File: src/rtl/sng_pkg.sv
`timescale 1ns/1ps
`default_nettype none
// +----------------------------------------------------------------------------+
// | Module   : sng_pkg                                                         |
// | Purpose  : Shared types and helpers for the stochastic number generator    |
// |            bank: frame FSM state encoding, default operand width and the   |
// |            channel slice index used to split packed operand/tap vectors.   |
// | Ports    : none (package)                                                  |
// | Revision : 1.0  initial release                                            |
// +----------------------------------------------------------------------------+
package sng_pkg;

    localparam int W_DEF = 8;

    // Frame FSM encoding: fixed width so external tooling can decode the state.
    localparam logic [0:0] S_IDLE = 1'b0;
    localparam logic [0:0] S_RUN  = 1'b1;

    typedef enum logic [0:0] {
        IDLE = S_IDLE,
        RUN  = S_RUN
    } sng_state_e;

    // LSB position of channel `ch` inside a packed vector of `w`-bit lanes.
    function automatic int unsigned ch_lsb(input int unsigned ch, input int unsigned w);
        return ch * w;
    endfunction

endpackage
`default_nettype wire

File: src/rtl/sng_bank_if.sv
`timescale 1ns/1ps
`default_nettype none
// +----------------------------------------------------------------------------+
// | Module   : sng_bank_if                                                     |
// | Purpose  : Operand load channel of the SNG bank (valid/ready handshake     |
// |            carrying one packed vector of NCH W-bit operands).              |
// | Signals  : LOAD_VALID - producer has an operand vector on VAL              |
// |            LOAD_READY - bank shadow register can take a vector             |
// |            VAL        - NCH*W operands, channel i = VAL[i*W +: W]          |
// | Modports : master (operand producer), slave (sng_bank)                     |
// | Revision : 1.0  initial release                                            |
// +----------------------------------------------------------------------------+
interface sng_bank_if
    import sng_pkg::*;
#(
    parameter int NCH = 16,
    parameter int W   = W_DEF
);
    logic             LOAD_VALID;
    logic             LOAD_READY;
    logic [NCH*W-1:0] VAL;

    modport master (
        output LOAD_VALID,
        output VAL,
        input  LOAD_READY
    );

    modport slave (
        input  LOAD_VALID,
        input  VAL,
        output LOAD_READY
    );
endinterface
`default_nettype wire

File: src/rtl/sng_cmp.sv
`timescale 1ns/1ps
`default_nettype none
// +----------------------------------------------------------------------------+
// | Module   : sng_cmp                                                         |
// | Purpose  : One channel of the SNG bank: registered unsigned compare of the |
// |            random tap against the active operand. Output is forced to 0    |
// |            whenever the channel is not enabled.                            |
// | Ports    : clk, rst (sync, active-high), i_en, i_op, i_rnd -> o_bit        |
// | Revision : 1.0  initial release                                            |
// +----------------------------------------------------------------------------+
module sng_cmp
    import sng_pkg::*;
#(
    parameter int W = W_DEF
) (
    input  wire          clk,
    input  wire          rst,
    input  wire          i_en,
    input  wire  [W-1:0] i_op,
    input  wire  [W-1:0] i_rnd,
    output logic         o_bit
);
    logic bit_d;
    logic bit_q;

    // P(bit=1) = op / 2^W for a uniformly distributed tap.
    always_comb begin
        bit_d = i_en && (i_rnd < i_op);
    end

    always_ff @(posedge clk) begin
        if (rst) begin
            bit_q <= 1'b0;
        end else begin
            bit_q <= bit_d;
        end
    end

    assign o_bit = bit_q;
endmodule
`default_nettype wire

File: src/rtl/sng_bank.sv
`timescale 1ns/1ps
`default_nettype none
// +----------------------------------------------------------------------------+
// | Module   : sng_bank                                                        |
// | Purpose  : Bank of NCH stochastic number generators. Operands arrive via a |
// |            double buffer (shadow -> active) so frames of FRAME_LEN bits    |
// |            run back-to-back; each bit is RND_i < active_i.                 |
// | Ports    : TRIG (clock), RESET (sync, active-high), ld (operand load,      |
// |            slave modport), RND (LFSR taps), STREAM, STREAM_VALID,          |
// |            FRAME_LAST, LFSR_RESEED (frame-start pulse), BUSY (in RUN)      |
// | Revision : 1.0  initial release                                            |
// +----------------------------------------------------------------------------+
module sng_bank
    import sng_pkg::*;
#(
    parameter int NCH       = 16,
    parameter int W         = W_DEF,
    parameter int FRAME_LEN = 256,
    parameter bit RESEED_EN = 1'b0
) (
    input  wire               TRIG,
    input  wire               RESET,
    sng_bank_if.slave         ld,
    input  wire   [NCH*W-1:0] RND,
    output logic  [NCH-1:0]   STREAM,
    output logic              STREAM_VALID,
    output logic              FRAME_LAST,
    output logic              LFSR_RESEED,
    output logic              BUSY
);
    localparam int            CW       = (FRAME_LEN > 1) ? $clog2(FRAME_LEN) : 1;
    localparam logic [CW-1:0] CNT_LAST = CW'(FRAME_LEN - 1);

    sng_state_e       state_q, state_d;
    logic [NCH*W-1:0] shadow_q, shadow_d;
    logic [NCH*W-1:0] active_q, active_d;
    logic             shadow_full_q, shadow_full_d;
    logic [CW-1:0]    cnt_q, cnt_d;
    logic             stream_valid_q, stream_valid_d;
    logic             frame_last_q, frame_last_d;
    logic             reseed_q, reseed_d;

    logic             w_ready;
    logic             w_accept;
    logic             w_cnt_last;
    logic             w_run;
    logic             w_swap;

    // RESET gates ready so a load offered during reset is never taken.
    assign w_ready    = !shadow_full_q && !RESET;
    assign w_accept   = ld.LOAD_VALID && w_ready;
    assign w_cnt_last = (cnt_q == CNT_LAST);
    assign w_run      = (state_q == RUN);

    always_comb begin
        state_d        = state_q;
        shadow_d       = shadow_q;
        active_d       = active_q;
        shadow_full_d  = shadow_full_q;
        cnt_d          = cnt_q;
        stream_valid_d = 1'b0;
        frame_last_d   = 1'b0;
        reseed_d       = 1'b0;
        w_swap         = 1'b0;

        case (state_q)
            IDLE: begin
                if (shadow_full_q) begin
                    w_swap  = 1'b1;
                    state_d = RUN;
                end
            end
            RUN: begin
                stream_valid_d = 1'b1;
                frame_last_d   = w_cnt_last;
                cnt_d          = cnt_q + CW'(1);
                if (w_cnt_last) begin
                    // Swap on the last bit gives a gapless next frame; a load
                    // accepted on this same edge is not yet visible here.
                    if (shadow_full_q) begin
                        w_swap = 1'b1;
                    end else begin
                        state_d = IDLE;
                        cnt_d   = '0;
                    end
                end
            end
            default: begin
                state_d = IDLE;
            end
        endcase

        if (w_swap) begin
            active_d      = shadow_q;
            shadow_full_d = 1'b0;
            cnt_d         = '0;
            reseed_d      = RESEED_EN;
        end

        // Never coincides with a swap: a swap needs shadow_full, accept needs it clear.
        if (w_accept) begin
            shadow_d      = ld.VAL;
            shadow_full_d = 1'b1;
        end
    end

    always_ff @(posedge TRIG) begin
        if (RESET) begin
            state_q        <= IDLE;
            shadow_q       <= '0;
            active_q       <= '0;
            shadow_full_q  <= 1'b0;
            cnt_q          <= '0;
            stream_valid_q <= 1'b0;
            frame_last_q   <= 1'b0;
            reseed_q       <= 1'b0;
        end else begin
            state_q        <= state_d;
            shadow_q       <= shadow_d;
            active_q       <= active_d;
            shadow_full_q  <= shadow_full_d;
            cnt_q          <= cnt_d;
            stream_valid_q <= stream_valid_d;
            frame_last_q   <= frame_last_d;
            reseed_q       <= reseed_d;
        end
    end

    for (genvar i = 0; i < NCH; i++) begin : g_ch
        localparam int LSB = int'(ch_lsb(i, W));
        sng_cmp #(.W(W)) u_cmp (
            .clk   (TRIG),
            .rst   (RESET),
            .i_en  (w_run),
            .i_op  (active_q[LSB +: W]),
            .i_rnd (RND[LSB +: W]),
            .o_bit (STREAM[i])
        );
    end

    assign ld.LOAD_READY = w_ready;
    assign STREAM_VALID  = stream_valid_q;
    assign FRAME_LAST    = frame_last_q;
    assign LFSR_RESEED   = reseed_q;
    assign BUSY          = w_run;
endmodule
`default_nettype wire

File: src/flat_wrapper.sv
// flat-port wrapper written by rule: the top's interface ports become plain ports
module sng_bank_flat import sng_pkg::*;
#(
    parameter int NCH       = 16,
    parameter int W         = W_DEF,
    parameter int FRAME_LEN = 256,
    parameter bit RESEED_EN = 1'b0
)
  (TRIG, RESET, RND, STREAM, STREAM_VALID, FRAME_LAST, LFSR_RESEED, BUSY, ld_LOAD_VALID, ld_VAL, ld_LOAD_READY);
  sng_bank_if #(.NCH(NCH), .W(W)) ld_i ();
  input  wire TRIG;
  input  wire RESET;
  input  wire   [NCH*W-1:0] RND;
  output logic  [NCH-1:0] STREAM;
  output logic STREAM_VALID;
  output logic FRAME_LAST;
  output logic LFSR_RESEED;
  output logic BUSY;
  input wire logic [$bits(ld_i.LOAD_VALID)-1:0] ld_LOAD_VALID;
  input wire logic [$bits(ld_i.VAL)-1:0] ld_VAL;
  output wire logic [$bits(ld_i.LOAD_READY)-1:0] ld_LOAD_READY;
  assign ld_i.LOAD_VALID = ld_LOAD_VALID;
  assign ld_i.VAL = ld_VAL;
  assign ld_LOAD_READY = ld_i.LOAD_READY;
  sng_bank #(.NCH(NCH), .W(W), .FRAME_LEN(FRAME_LEN), .RESEED_EN(RESEED_EN)) u_core (.TRIG(TRIG), .RESET(RESET), .ld(ld_i), .RND(RND), .STREAM(STREAM), .STREAM_VALID(STREAM_VALID), .FRAME_LAST(FRAME_LAST), .LFSR_RESEED(LFSR_RESEED), .BUSY(BUSY));
endmodule
File: config.mk
export PLATFORM = sky130hd
export DESIGN_NAME = sng_bank_flat
export DESIGN_NICKNAME = d
export VERILOG_FILES = /design/src/rtl/sng_pkg.sv /design/src/rtl/sng_bank_if.sv /design/src/rtl/sng_cmp.sv /design/src/rtl/sng_bank.sv /design/src/flat_wrapper.sv
export SDC_FILE = /design/constraint.sdc
export NUM_CORES = 1
export LEC_CHECK = 0
export CAP_MARGIN = 5
export CORE_MARGIN = 5
export CORE_UTILIZATION = 50
export CTS_CLUSTER_SIZE = 20
export DETAILED_ROUTE_END_ITERATION = 16
export PLACE_DENSITY = 0.8
export SLEW_MARGIN = 25
export SYNTH_ARGS = -nofsm -noshare
export SYNTH_HDL_FRONTEND = slang
export SYNTH_SLANG_ARGS = --single-unit
File: constraint.sdc
create_clock -name TRIG -period 2.04 [get_ports TRIG]
set_input_delay 0.408 -clock TRIG [delete_from_list [all_inputs] [get_ports TRIG]]
set_output_delay 0.408 -clock TRIG [all_outputs]
set_load 0.005 [all_outputs]
Word level (Yosys, flattened, before mapping)
Cells that the tools add are included.

word-level totals
  flip-flop bits (word level) = 284

cells by class
  add/sub/neg operators = 1
  order comparisons = 16
  equality and inequality tests = 1
  muxes and demuxes = 10
  bitwise gates (word level) = 1
  reductions and logical operators = 23

operators by type and width
  kind                                         number
  < comparator 8 bit                           16
  logical AND 1 bit                            18
  2-to-1 mux 8 bit                             2
  adder 8 x 1 -> 8 bit, second input constant  1
  == test 8 bit, second input constant         1
  2-to-1 mux 1 bit                             6
  one-hot mux 1 bit (2 select lines)           2
  OR reduction 2 bit                           2
  logical NOT 1 bit                            2
  nonzero test 2 bit                           1
  inverter 1 bit                               1

Logic depth before layout (Yosys ltp)
Gate-level depths: netlist of run 1.

  depth after elaboration = 5
  mapped depth = 7

Modules after synthesis
Synthesis of run 1 repeated with hierarchy kept, for this count alone.

second synthesis, totals
  cell total of the unflattened synthesis = 1411
  area, all modules = 13346.6 um2

modules (own cells, without submodules)
  module    times used  cells an instance  area each (um2)  seq. area each (um2)
  sng_bank  1           1027               10063.4          5365.1
  sng_cmp   16          24                 205.2            20.0

Worst setup path before layout of run 1
No wires, ideal clock.

  path kind = register -> register
  from = register u_core.cnt_q[0]
  to = register u_core.active_q[45]
  library setup time = 0.072 ns
  data arrival time = 1.476 ns
  slack = 0.493 ns
  stages on the path, launching flop included = 7
  path through = dfxtp_1 > ha_1 > and4_1 > a21oi_2 > buf_6 > buf_6 > mux2i_1

on the way
  longest elaborated chain between the ends = 3

ends and longest elaborated chain
  item                                RTL line         text
  from (decl)                         sng_bank.sv:38   logic [CW-1:0] cnt_q, cnt_d;
  from (signal assigned)              sng_bank.sv:122  cnt_q <= cnt_d;
  == test 8 bit                       sng_bank.sv:52   assign w_cnt_last = (cnt_q == CNT_LAST);
  2-to-1 mux 1 bit                    sng_bank.sv:77   if (w_cnt_last) begin
  one-hot mux 1 bit (2 select lines)  sng_bank.sv:66   case (state_q)
  to (signal assigned)                sng_bank.sv:120  active_q <= active_d;
  to (decl)                           sng_bank.sv:36   logic [NCH*W-1:0] active_q, active_d;

No other way between the ends.
A chain may end at the register's enable or synchronous reset.

Final worst setup path of run 1
  from = register u_core.state_q (netlist: u_core.BUSY)
  to = output BUSY

RTL lines
  item                    RTL line            text
  from (decl)             sng_bank.sv:34      sng_state_e state_q, state_d;
  from (signal assigned)  sng_bank.sv:118     state_q <= state_d;
  to (decl)               flat_wrapper.sv:18  output logic BUSY;

No word-level cell between the ends.

==> impl_metrics.tcl, run 1 <==
set metrics [dict create \
    tightestPinTransition_ns 0.523 \
    skew_ns 0.00919 \
    final_net_count 2089 \
    drv_cap 0 \
    wl_met3_mm 1.29 \
    drtIter0Drc 539 \
    ir_drop_mv 0.611 \
    crit_end "BUSY" \
    drc 0 \
    synth_cell_types 33 \
    status "completed" \
    mostFrequentLayoutCells "283 x dfxtp_1, 277 x clkdlybuf4s50_1, 272 x nand2b_1" \
    final.setup.tns_ns 0 \
    reg2reg_from "u_core.cnt_q[0]" \
    cp-start-kind "flop" \
    wl_met1_mm 13.4 \
    top_layer_used "met4" \
    layout_min_cycle_time_ns 1.94 \
    start_util_pct 50.4 \
    final-hold-violation-count 0 \
    crit_family "buffers and inverters" \
    syn_area_mm2 0.0135 \
    power_density_mw_per_mm2 770 \
    grt_use_total_pct 19.6 \
    arrival_ns 1.53 \
    synthFlopType "dfxtp_1" \
    clk_path_buf_depth 3 \
    layout-drive-gt1-share_pct 4.42 \
    hp-class "in2reg" \
    ys_ff_latch 284 \
    cp_max_fo 10 \
    avgSynthCellArea_um2 9.12 \
    max_clock_freq_mhz 515 \
    critical_path.slowest_cell "clkdlybuf4s50_1" \
    max_slew_margin_pct 65.1 \
    fin_crit_sh_pct 95.2 \
    place_hpwl_mm 22.3 \
    rr_worst_depth 5 \
    grt_pass1_wl_mm 50.6 \
    dp.cells 2026 \
    crit_chain "buf_6 -> clkdlybuf4s50_1" \
    slowest_delay_ns 0.51 \
    placement.io_buffers 278 \
    clockRootBuffer "clkbuf_16" \
    post-cts-setup-buffers 0 \
    htreeDepth 1 \
    met2WireLength_mm 15.3 \
    final_common_cell "dfxtp_1" \
    fp.dieW_um 174 \
    synthArstFlopShare_pct 0 \
    cts_resized 0 \
    slew_viol_final 0 \
    clk_latency_ns 0.54 \
    timing.rr.end "u_core.active_q[40]" \
    crit_path_start "u_core.BUSY" \
    crit_buf_inv 2 \
    p_leak_nw 6.98 \
    gp_congestion 0.842 \
    rsz0062_at_grt "no" \
    wl_per_cell_um 14.8 \
    vias_per_cell 4.99 \
    cts_tree "yes" \
    grt_max_degree 146 \
    crit_path_end_kind "primary output" \
    path_clk_slew_ns 0.06 \
    cp.required_ns 1.63 \
    ant_nets 0 \
    ioPinCount 280 \
    yosysSeqAreaShare_pct 42.2 \
    rows 60 \
    setup_viol 0 \
    die_y_um 174 \
    synth-edff-count 0 \
    critPathKind "reg2out" \
    overflow 0 \
    fp.coreArea_mm2 0.0267 \
    drt-total-wl_mm 30.8 \
    final_cells 2086 \
    reg2reg_slack_ns 0.20 \
    cts_hold_buf 0 \
    netlist_instances 1476 \
    cts.sinks 284 \
    die_area_mm2 0.0303 \
    cts_made_buffers 30 \
    area_delta_synth_final_pct 30.2 \
    grt_antenna_before_repair 4 \
    grt_pass1_vias 10500 \
    dr.pass1.iters 7 \
    cp.depth 2 \
    vias 10400 \
    synth_warnings 0 \
    syn_nets 1848 \
]
-- Yosys cell counts, types with 3 or more instances --
cell type / instances / area, µm²
a2111o_1: 16 / 180
a21oi_1: 51 / 255
buf_2: 19 / 95.1
buf_4: 19 / 143
buf_6: 15 / 169
clkbuf_1: 38 / 143
dfxtp_1: 284 / 5690
ha_1: 113 / 1410
inv_1: 161 / 604
mux2i_1: 129 / 1290
nand2_1: 132 / 495
nand2b_1: 272 / 1700
nand4_1: 35 / 219
nor2_1: 6 / 22.5
o2111ai_1: 16 / 140
o21ai_0: 131 / 656
o21ai_1: 16 / 80.1
xor2_1: 3 / 26.3
-- cells by family (layout without fill, tap and decap cells) --
logic type / after synthesis / count (layout) / synth area share, %
and+or+nand+nor: 458 / 458 / 18.8
DFF: 284 / 284 / 42.2
buffers and inverters: 252 / 517 / 8.57
AOI/OAI and AO/OA: 235 / 235 / 10.0
muxes: 129 / 129 / 9.59
adders and majority gates: 113 / 113 / 10.5
xor gates and xnor gates: 4 / 4 / 0.260
other: 1 / 5 / 0.0279
-- power by group --
group / total, mW / internal (mW) / switching [mW]
clock: 5.84 / 3.63 / 2.21
sequential: 5.93 / 5.83 / 0.0982
combinational: 1.73 / 0.984 / 0.746
-- sequential cells by signal, summed over array words and instances (netlist names) --
signal / flops
u_core.cnt_q: 8
u_core.g_ch.u_cmp.o_bit: 16
u_core.FRAME_LAST: 1
u_core.BUSY: 1
u_core.shadow_q: 128
u_core.active_q: 128
u_core.shadow_full_q: 1
u_core.STREAM_VALID: 1
-- per-layer routing --
metal	up-vias	track usage, %
met5	-	0
li1	5376	-
met4	0	6.60
met3	51	2.91
met1	4759	24.7
met2	217	34.6
-- tightest hold or removal path: stages --
cell     delay (ns)
buf_4          0.14
nor3b_4        0.06
buf_12         0.16
o21ai_0        0.14
-- worst min-delay path by stage --
stage	from	endpoint	slack (ns)	depth (start not counted)
floorplan	u_core.active_q[100]	u_core.active_q[100]	0.45	2
global placement	u_core.shadow_q[102]	u_core.active_q[102]	0.46	2
detailed placement	u_core.active_q[126]	u_core.active_q[126]	0.46	2
CTS	RESET	u_core.shadow_q[122]	0.39	5
global route	ld_VAL[35]	u_core.shadow_q[35]	0.41	3
finish	RESET	u_core.shadow_q[16]	0.41	4
-- area by class of cell --
cell class / instances / area [µm²]
Tap cell: 341 / 427
Inverter: 161 / 604
Sequential cell: 284 / 5690
Fill cell: 2203 / 9200
Multi-Input combinational cell: 940 / 6650
Clock buffer: 44 / 885
Antenna cell: 4 / 10.0
Timing Repair Buffer: 300 / 3070
Clock inverter: 12 / 193
-- stage by stage --
step | instance area (µm²) | worst slack, ns | hold slack [ns] | power, mW | util [%]
final | 17500 | 0.0983 | 0.411 | 13.5 | 65.6
after floorplan | 13500 | 0.493 | 0.449 | 6.98 | -
after CTS | 17500 | 0.0335 | 0.394 | 13.6 | 65.5
after detailed placement | 16400 | 0.179 | 0.464 | 7.77 | 61.5
after global routing | 17500 | 0.0110 | 0.412 | 14.1 | 65.6
after global placement | 16400 | 0.222 | 0.460 | 7.71 | 61.5
Note: power is estimated with default switching activity, not from simulation.
==> run 2: changes to the inputs <==
--- a/config.mk
+++ b/config.mk
@@ -8,6 +8,7 @@
 export CAP_MARGIN = 5
 export CORE_MARGIN = 5
 export CORE_UTILIZATION = 50
+export CTS_BUF_LIST = sky130_fd_sc_hd__clkbuf_8
 export CTS_CLUSTER_SIZE = 20
 export DETAILED_ROUTE_END_ITERATION = 16
 export PLACE_DENSITY = 0.8
==> impl_metrics.tcl, run 2 (synthesis results as in run 1) <==
set metrics [dict create \
    setup_viol 0 \
    hp-class "in2reg" \
    grt_use_total_pct 19.5 \
    path_clk_slew_ns 0.06 \
    overflow 0 \
    cp.required_ns 1.63 \
    wl_per_cell_um 14.4 \
    grt_pass1_vias 10500 \
    post-cts-setup-buffers 0 \
    fp.coreArea_mm2 0.0267 \
    cts_made_buffers 47 \
    ioPinCount 280 \
    final_net_count 2106 \
    start_util_pct 50.4 \
    mostFrequentLayoutCells "283 x dfxtp_1, 277 x clkdlybuf4s50_1, 272 x nand2b_1" \
    clk_latency_ns 0.54 \
    cts.sinks 284 \
    arrival_ns 1.54 \
    vias_per_cell 4.94 \
    total_power_mw 12.6 \
    die_y_um 174 \
    multi_input_area_mm2 0.00665 \
    ant_nets 0 \
    final_common_cell "dfxtp_1" \
    final.setup.tns_ns 0 \
    fin_crit_sh_pct 95.3 \
    clockRootBuffer "clkbuf_8" \
    fillers 2190 \
    area_delta_synth_final_pct 29.4 \
    htreeDepth 2 \
    max_clock_freq_mhz 514 \
    p_leak_nw 7.00 \
    seqCellArea_mm2 0.00569 \
    crit_path_start "u_core.BUSY" \
    clk_path_buf_depth 3 \
    cp_max_fo 10 \
    ir_drop_mv 0.554 \
    fp.dieW_um 174 \
    grt_max_degree 146 \
    grt_antenna_before_repair 4 \
    hp-start "ld_VAL[73]" \
    drv_cap 0 \
    reg2reg_from "u_core.cnt_q[0]" \
    cts_hold_buf 0 \
    place_hpwl_mm 22.3 \
    layout-drive-gt1-share_pct 5.54 \
    cts_tree "yes" \
    dr.pass1.iters 5 \
    final-hold-violation-count 0 \
    critPathKind "reg2out" \
    cp-start-kind "flop" \
    rsz0062_at_grt "no" \
    max_slew_margin_pct 63.8 \
    layout_min_cycle_time_ns 1.95 \
    power_density_mw_per_mm2 726 \
    crit_path_end_kind "primary output" \
    vias 10400 \
    placement.io_buffers 278 \
    die_area_mm2 0.0303 \
    slew_viol_final 0 \
    cts_resized 0 \
    skew_ns 0.0227 \
    gp_congestion 0.842 \
    grt_pass1_wl_mm 50.1 \
    tightestPinTransition_ns 0.544 \
    drtIter0Drc 510 \
    status "completed" \
    drt-total-wl_mm 30.5 \
    rows 60 \
    drc 0 \
]
[run 2: power breakdown]
group | switching, mW | internal, mW | total (mW)
Clock | 2.17 | 2.82 | 4.99
Sequential | 0.0968 | 5.83 | 5.93
Combinational | 0.742 | 0.982 | 1.72
[run 2: worst max-delay path, stage by stage (launching register included)]
cell,delay [ns]
dfxtp_1,0.32
buf_4,0.18
clkdlybuf4s50_1,0.52
[run 2: metal layers]
metal,global-route usage [%],wire length (µm),vias to the layer above
met3,3.44,1370,59
met2,33.4,14800,241
met4,7.42,809,0
li1,-,-,5416
met5,0,0,-
met1,24.5,13500,4716
[run 2: final timing paths]
path	slack [ns]	cells past startpoint	endpoint
setup / recovery	0.09	2	BUSY
hold / removal	0.42	3	u_core.shadow_q[73]
setup reg to reg	0.21	5	u_core.active_q[40]
hold reg to reg	0.47	2	u_core.active_q[12]
[run 2: area by class of cell]
class | instances | share of cell area, %
antenna | 4 | 0.0575
clock buffer | 65 | 5.14
clock inverter | 18 | 0.438
inverter | 161 | 3.47
multi-input combinational | 940 | 38.2
sequential | 284 | 32.7
tap | 341 | 2.45
timing repair buffer | 300 | 17.6
[run 2: through the flow]
step | hold WS [ns] | std cells | worst slack [ns] | area (µm²) | util (%)
after floorplan | 0.449 | 1476 | 0.493 | 13500 | -
after global placement | 0.460 | 2026 | 0.222 | 16400 | 61.5
after detailed placement | 0.464 | 2026 | 0.179 | 16400 | 61.5
after CTS | 0.379 | 2109 | 0.0388 | 17400 | 65.1
after global routing | 0.407 | 2113 | 0.00792 | 17400 | 65.2
final | 0.418 | 2113 | 0.0949 | 17400 | 65.2
